===== src/rtl/jt9346_host.sv =====
// Command sequencer for a 93C46 serial EEPROM in x16 mode: READ, WRITE, EWEN and EWDS,
// with sclk derived from clk by a half-period divider and write-ready polling with timeout.
module jt9346_host #(
    parameter int DIV  = 4,
    parameter int TOUT = 480000
) (
    input  logic        clk,
    input  logic        rst,
    input  logic        go,
    input  logic [1:0]  op,
    input  logic [5:0]  addr,
    input  logic [15:0] din,
    output logic [15:0] dout,
    output logic        busy,
    output logic        done,
    output logic        err,
    output logic        scs,
    output logic        sclk,
    output logic        sdi,
    input  logic        sdo
);

    localparam logic [1:0]  OP_READ  = 2'd0;
    localparam logic [1:0]  OP_WRITE = 2'd1;
    localparam logic [1:0]  OP_EWEN  = 2'd2;
    localparam logic [7:0]  DIV_M1   = 8'(DIV - 1);
    localparam logic [19:0] TOUT_M1  = 20'(TOUT - 1);

    typedef enum logic [2:0] {
        S_IDLE, S_CSS, S_SHIFT, S_RDIN, S_CSL, S_POLL, S_DONE
    } state_t;

    state_t      r_state, w_next;
    logic [7:0]  r_div;
    logic        r_sclk;
    logic [4:0]  r_bit;
    logic [24:0] r_sr;
    logic [15:0] r_rd;
    logic [15:0] r_dout;
    logic [19:0] r_tout;
    logic        r_err;
    logic [1:0]  r_op;

    logic        w_half;
    logic [4:0]  w_last_bit;
    logic [24:0] w_frame;

    assign w_half     = (r_div == DIV_M1);
    assign w_last_bit = (r_op == OP_WRITE) ? 5'd24 : 5'd8;

    // Start bit, opcode and address; WRITE appends data, others pad with zeros.
    always_comb begin
        w_frame = 25'd0;
        case (op)
            OP_READ:  w_frame = {1'b1, 2'b10, addr, 16'h0000};
            OP_WRITE: w_frame = {1'b1, 2'b01, addr, din};
            OP_EWEN:  w_frame = {1'b1, 2'b00, 6'b110000, 16'h0000};
            default:  w_frame = {1'b1, 2'b00, 6'b000000, 16'h0000};
        endcase
    end

    always_ff @(posedge clk) begin
        if (rst) r_state <= S_IDLE;
        else     r_state <= w_next;
    end

    always_comb begin
        w_next = r_state;
        case (r_state)
            S_IDLE:  if (go) w_next = S_CSS;
            S_CSS:   if (w_half) w_next = S_SHIFT;
            S_SHIFT: if (w_half && r_sclk && r_bit == w_last_bit)
                         w_next = (r_op == OP_READ) ? S_RDIN : S_CSL;
            S_RDIN:  if (w_half && r_sclk && r_bit == 5'd15) w_next = S_CSL;
            S_CSL:   if (w_half) w_next = (r_op == OP_WRITE) ? S_POLL : S_DONE;
            S_POLL:  if (sdo || r_tout == TOUT_M1) w_next = S_DONE;
            S_DONE:  w_next = S_IDLE;
            default: w_next = S_IDLE;
        endcase
    end

    always_ff @(posedge clk) begin
        if (rst) begin
            r_div  <= '0;
            r_sclk <= 1'b0;
            r_bit  <= '0;
            r_sr   <= '0;
            r_rd   <= '0;
            r_dout <= '0;
            r_tout <= '0;
            r_err  <= 1'b0;
            r_op   <= '0;
        end else begin
            // Half-period counter restarts on every sclk edge and every state change.
            r_div <= (w_half || w_next != r_state) ? 8'd0 : r_div + 8'd1;
            case (r_state)
                S_IDLE: begin
                    if (go) begin
                        r_op   <= op;
                        r_sr   <= w_frame;
                        r_err  <= 1'b0;
                        r_bit  <= '0;
                        r_sclk <= 1'b0;
                        r_tout <= '0;
                    end
                end
                S_SHIFT, S_RDIN: begin
                    if (w_half) begin
                        r_sclk <= ~r_sclk;
                        if (r_sclk) begin
                            r_bit <= (w_next != r_state) ? 5'd0 : r_bit + 5'd1;
                            if (r_state == S_SHIFT) r_sr <= {r_sr[23:0], 1'b0};
                            else                    r_rd <= {r_rd[14:0], sdo};
                        end
                    end
                end
                S_CSL: begin
                    if (w_half && r_op == OP_READ) r_dout <= r_rd;
                end
                S_POLL: begin
                    if (!sdo) begin
                        r_tout <= r_tout + 20'd1;
                        if (r_tout == TOUT_M1) r_err <= 1'b1;
                    end
                end
                default: ;
            endcase
        end
    end

    assign scs  = (r_state == S_CSS) || (r_state == S_SHIFT) ||
                  (r_state == S_RDIN) || (r_state == S_POLL);
    assign sclk = r_sclk;
    assign sdi  = (r_state == S_SHIFT) ? r_sr[24] : 1'b0;
    assign busy = (r_state != S_IDLE) && (r_state != S_DONE);
    assign done = (r_state == S_DONE);
    assign err  = r_err;
    assign dout = r_dout;

endmodule


===== config.mk =====
export PLATFORM = sky130hd
export DESIGN_NAME = jt9346_host
export DESIGN_NICKNAME = d
export VERILOG_FILES = /design/src/rtl/jt9346_host.sv
export SDC_FILE = /design/constraint.sdc
export NUM_CORES = 1
export LEC_CHECK = 0
export ABC_CLOCK_PERIOD_IN_PS = 4300
export CAP_MARGIN = 25
export CORE_ASPECT_RATIO = 0.9
export CORE_MARGIN = 1.5
export CORE_UTILIZATION = 44
export DETAILED_ROUTE_END_ITERATION = 8
export MAX_ROUTING_LAYER = met4
export PLACE_DENSITY = 0.65
export SYNTH_ARGS = -nofsm -noshare
export SYNTH_HDL_FRONTEND = slang
export SYNTH_SLANG_ARGS = --single-unit

===== constraint.sdc =====
create_clock -name clk -period 4.3 [get_ports clk]
set_clock_uncertainty 0.05 [all_clocks]
set_input_delay 0.86 -clock clk [delete_from_list [all_inputs] [get_ports clk]]
set_output_delay 0.86 -clock clk [all_outputs]
set_load 0.02 [all_outputs]

# After elaboration in Yosys (flattened, before gate mapping)
# Index checks and enable logic that the tools add are counted.
# classes
add_sub_neg	3
eq_ne	21
mux	31
bitwise_logic	2
n_reduce_logical	26
# op_table
op	n
$mux 25	4
$pmux 24 s3	1
$pmux 25 s2	1
$mux 20	2
$pmux 20 s2	1
$mux 5	5
$mux 3	7
$add 20x1->20 const B	1
$eq 20x19->1 const B	1
$pmux 3 s6	1
$ne 2x2->1 const B	6
$reduce_and 4->1	3
$pmux 5 s2	1
$eq 3x3->1 const B	3
$add 8x1->8 const B	1
$eq 8x2->1 const B	1
$eq 3x2->1 const B	2
$reduce_and 3->1	2
$add 5x1->5 const B	1
$eq 5x4->1 const B	1
$eq 5x5->1	1
$logic_and 1x1->1	5
$logic_or 1x1->1	5
$mux 1	5
other kinds (15)	22
# totals
ff_bits	97
input_bits	28
output_inout_bits	22
wordCells	93

# Longest topological paths before layout
# logic_depth
ltp_word	11
depth_mapped	9
ltp_nobuf	8

# Worst setup path after synthesis
# OpenSTA, ideal clock, no wires.
# synth_path
path_kind	in2reg
start	input go
end	register r_tout[17]
setup_time_ps	71
arrival_time_ps	2283
required_time_ps	4179
setup_slack_ps	1896
stages	5
path_buffers	0
path_cell_list	or3b_4 -> a2111oi_4 -> nand3_2 -> or3_1 -> a21oi_1
# synth_via
elab_chain_len	2
# synth_rtl
element	line_no	text
start, declared	9	input logic go,
$ne 2x2->1 (no line)	--	
$reduce_and 3->1 (no line)	--	
end signal, assigned	122	r_tout <= r_tout + 20'd1;
end, declared	40	logic [19:0] r_tout;
# Every way passes these cells.
# A chain may end at the register's enable or synchronous reset.

# Final worst setup path
# layout_path
start	register r_state[1]
end	output sdi
# layout_via
elab_chain_len	2
# layout_rtl
element	line_no	text
start, declared	33	state_t r_state, w_next;
start signal, assigned	64	else r_state <= w_next;
$eq 3x2->1	134	assign sdi = (r_state == S_SHIFT) ? r_sr[24] : 1'b0;
$mux 1	134	
end, declared	19	output logic sdi,
# Every way passes these cells.

==> impl_metrics.ini <==
[status]
status = complete, no violations

[sta]
rsz0062_at_grt = no
fmax_mhz = 304
fin_crit_sh_pct = 76.4
final_hold_viol_count = 0
fin_setup_tns_ns = 0
maxSlewHeadroom_pct = 50.1
max_slew.worst_pin.slew_ns = 0.741
final-setup-viol-count = 0
fin_crit_ns = 3.29
slew_violations = 0

[yosys]
seq_area_frac_synth_pct = 44.7
avgSynthCellArea_um2 = 8.64
yosys.area.top_type = dfxtp_1
syn_area_um2 = 4350
syn_nets = 536
ys_ff_latch = 97
yosysTopAreaCellShare_pct = 44.7
ys_types = 47
ys_top_cells_by_area = dfxtp_1 (45%), nor2_1 (7.1%), mux2i_1 (5.1%), nand2_1 (4.4%), a21oi_1 (4.1%)
synth_edf_count = 0
ys_warn_count = 0
synth_flop_cell = dfxtp_1
syn_inst = 503
async_flop_share_pct = 0

[routing]
vias_per_cell = 5.34
wl_um = 9020
routedWlPerCell_um = 13.5
drcViolationCount = 0
drt-initial-drc-count = 163
drt_pass1_iterations = 5
ant_nets = 0
num_vias = 3573

[cts]
numCtsBuffers = 9
holdBufCountCts = 0
numClockSinks = 97
cts_tree = done
cts_max_level = 3
cts_root_buf = clkbuf_8
cts_max_path_buffers = 2
clk_latency_ns = 0.36
postCtsResizedCells = 0
post_cts_buffers = 0
path_clk_slew_ns = 0.09

[setup_path]
crit_required_ns = 3.39
cp-end-kind = output port
arrival_ns = 2.38
critPathLaunchType = flip-flop
ff2ff_setup_slack_ns = 1.34
cp_max_fo = 15
critPathKind = reg -> out

[grt]
grt_usage_pct = 18.3
grt_max_degree = 39
grt_pass1_vias = 3205
antenna_found_initial = 0
grt_pass1_wl_um = 15100
grt-ovfl-total = 0

[final_layout]
antenna_cells = 0
area_growth_pct = 18.0
utilization_pct = 53.1
fin_cells = 669
drive_above_1_share_pct = 7.00
final_nets = 571

[pwr]
net-switching-power_uw = 429
p_seq_share_pct = 53.9
p_per_area_nw_per_um2 = 342
combinationalPowerShare_pct = 8.6
p_int_uw = 1330
p_leak_uw = 0.00186
vdd_drop_max_mv = 0.205
p_clk_share_pct = 37.5
power.share.switching_pct = 24.4

[min_path]
hold_class = reg -> reg

[place]
place_inst = 653
hpwl_um = 6020
gp_congestion = 0.785
place.port_buffers = 49

[floorplan]
dieArea_um2 = 10500
coreArea_um2 = 9660
ios = 50
start_util_pct = 45.0
chipHeight_um = 97.3
dieWidth_um = 108
rows = 34

[flow_run]
drv_cap = 0
flip-flops by register name, indices dropped and copies added (netlist names):
| name | flops |
|---|---|
| r_sr | 25 |
| r_tout | 20 |
| dout | 16 |
| r_rd | 16 |
| r_div | 8 |
| r_bit | 5 |
| r_state | 3 |
| r_op | 2 |
| err | 1 |
| sclk | 1 |
layout by cell type (no fill, tap or decap), types with 2 or more instances in the layout:
cell             count
o22ai_2              2
inv_1                9
nor4_1               2
nand4_1             11
nand3b_1             5
and3_1              13
a22oi_1             17
nor3_2               3
clkbuf_8             9
clkdlybuf4s50_1     48
nand2b_1             4
a2111oi_4            2
xor2_1              13
a211oi_1            21
nand2_1             51
xnor2_1             11
nor4bb_1             2
ha_1                 5
a21oi_1             36
buf_4                5
nor2_1              82
mux2i_1             22
and2_1               4
a31oi_1              5
dfxtp_1             97
nor2b_1              6
nand4b_1             3
or2_2                2
nor3_1               7
clkinv_4             2
o21ai_0              6
nand3_1             16
bufinv_16            2
routing by layer:
layer / routed length, um / up-vias / global-route usage, %
li1: - / 1827 / -
met1: 4560 / 1665 / 25.4
met2: 4000 / 73 / 26.7
met3: 381 / 8 / 4.29
met4: 74 / 0 / 5.06
met5: 0 / - / -
area by class of cell:
type	instances	area, um^2
clock buffer	9	124
clock inverter	7	103
fill	907	4530
inverter	9	33.8
multi-input combinational	367	2250
sequential	97	1940
tap	126	158
timing repair buffer	54	523
final timing paths:
| check | from | endpoint | depth (start not counted) |
|---|---|---|---|
| worst min register to register | err | err | 2 |
| worst max-delay path | r_state[1] | sdi | 5 |
| worst max register to register | r_state[1] | r_sr[11] | 8 |
| worst min-delay path | err | err | 2 |
cell usage after synthesis (all sizes together) (9+ instances only):
master and instances:
nor3 10, a211oi 21, buf 13, nand2 51, clkbuf 17, nor2 82
xnor2 11, a21oi 37, and3 13, xor2 13, nand4 11, a22oi 17
nand3 17, mux2i 22, dfxtp 97, inv 9
worst max-delay path: stages, from the launching register on:
cell and delay (ns):
dfxtp_1 0.66, nand2b_1 0.10, buf_4 0.19, nor2_1 0.24, and2_1 0.21, clkdlybuf4s50_1 0.62
logic make-up (layout without fill, tap and decap cells):
family                     after synthesis  count (layout)  share of synthesized area (%)
and+or+nand+nor                        220             220                           25.0
DFF                                     97              97                           44.7
AOI/OAI and AO/OA                       96              96                           15.2
buffers and inverters                   39              79                           3.86
xor gates and xnor gates                24              24                           4.83
muxes                                   22              22                           5.06
adders and majority gates                5               5                           1.44
through the flow:
| stage | setup slack, ns | hold slack, ns | total power (uW) | instance area (um^2) |
|---|---|---|---|---|
| floorplan | 1.90 | 0.376 | 1070 | 4350 |
| finish | 1.01 | 0.406 | 1760 | 5130 |
| global route | 0.869 | 0.436 | 1840 | 5130 |
| detailed placement | 1.13 | 0.389 | 1120 | 4900 |
| global placement | 1.22 | 0.387 | 1110 | 4900 |
| CTS | 1.01 | 0.404 | 1780 | 5130 |
power groups by stage:
stage	clock network (uW)	registers, uW	logic, uW
finish	659	946	151
global route	718	951	168
CTS	685	946	152
detailed placement	0	967	152
global placement	0	966	147
floorplan	0	960	106
Power figures use the tool's default switching activity.
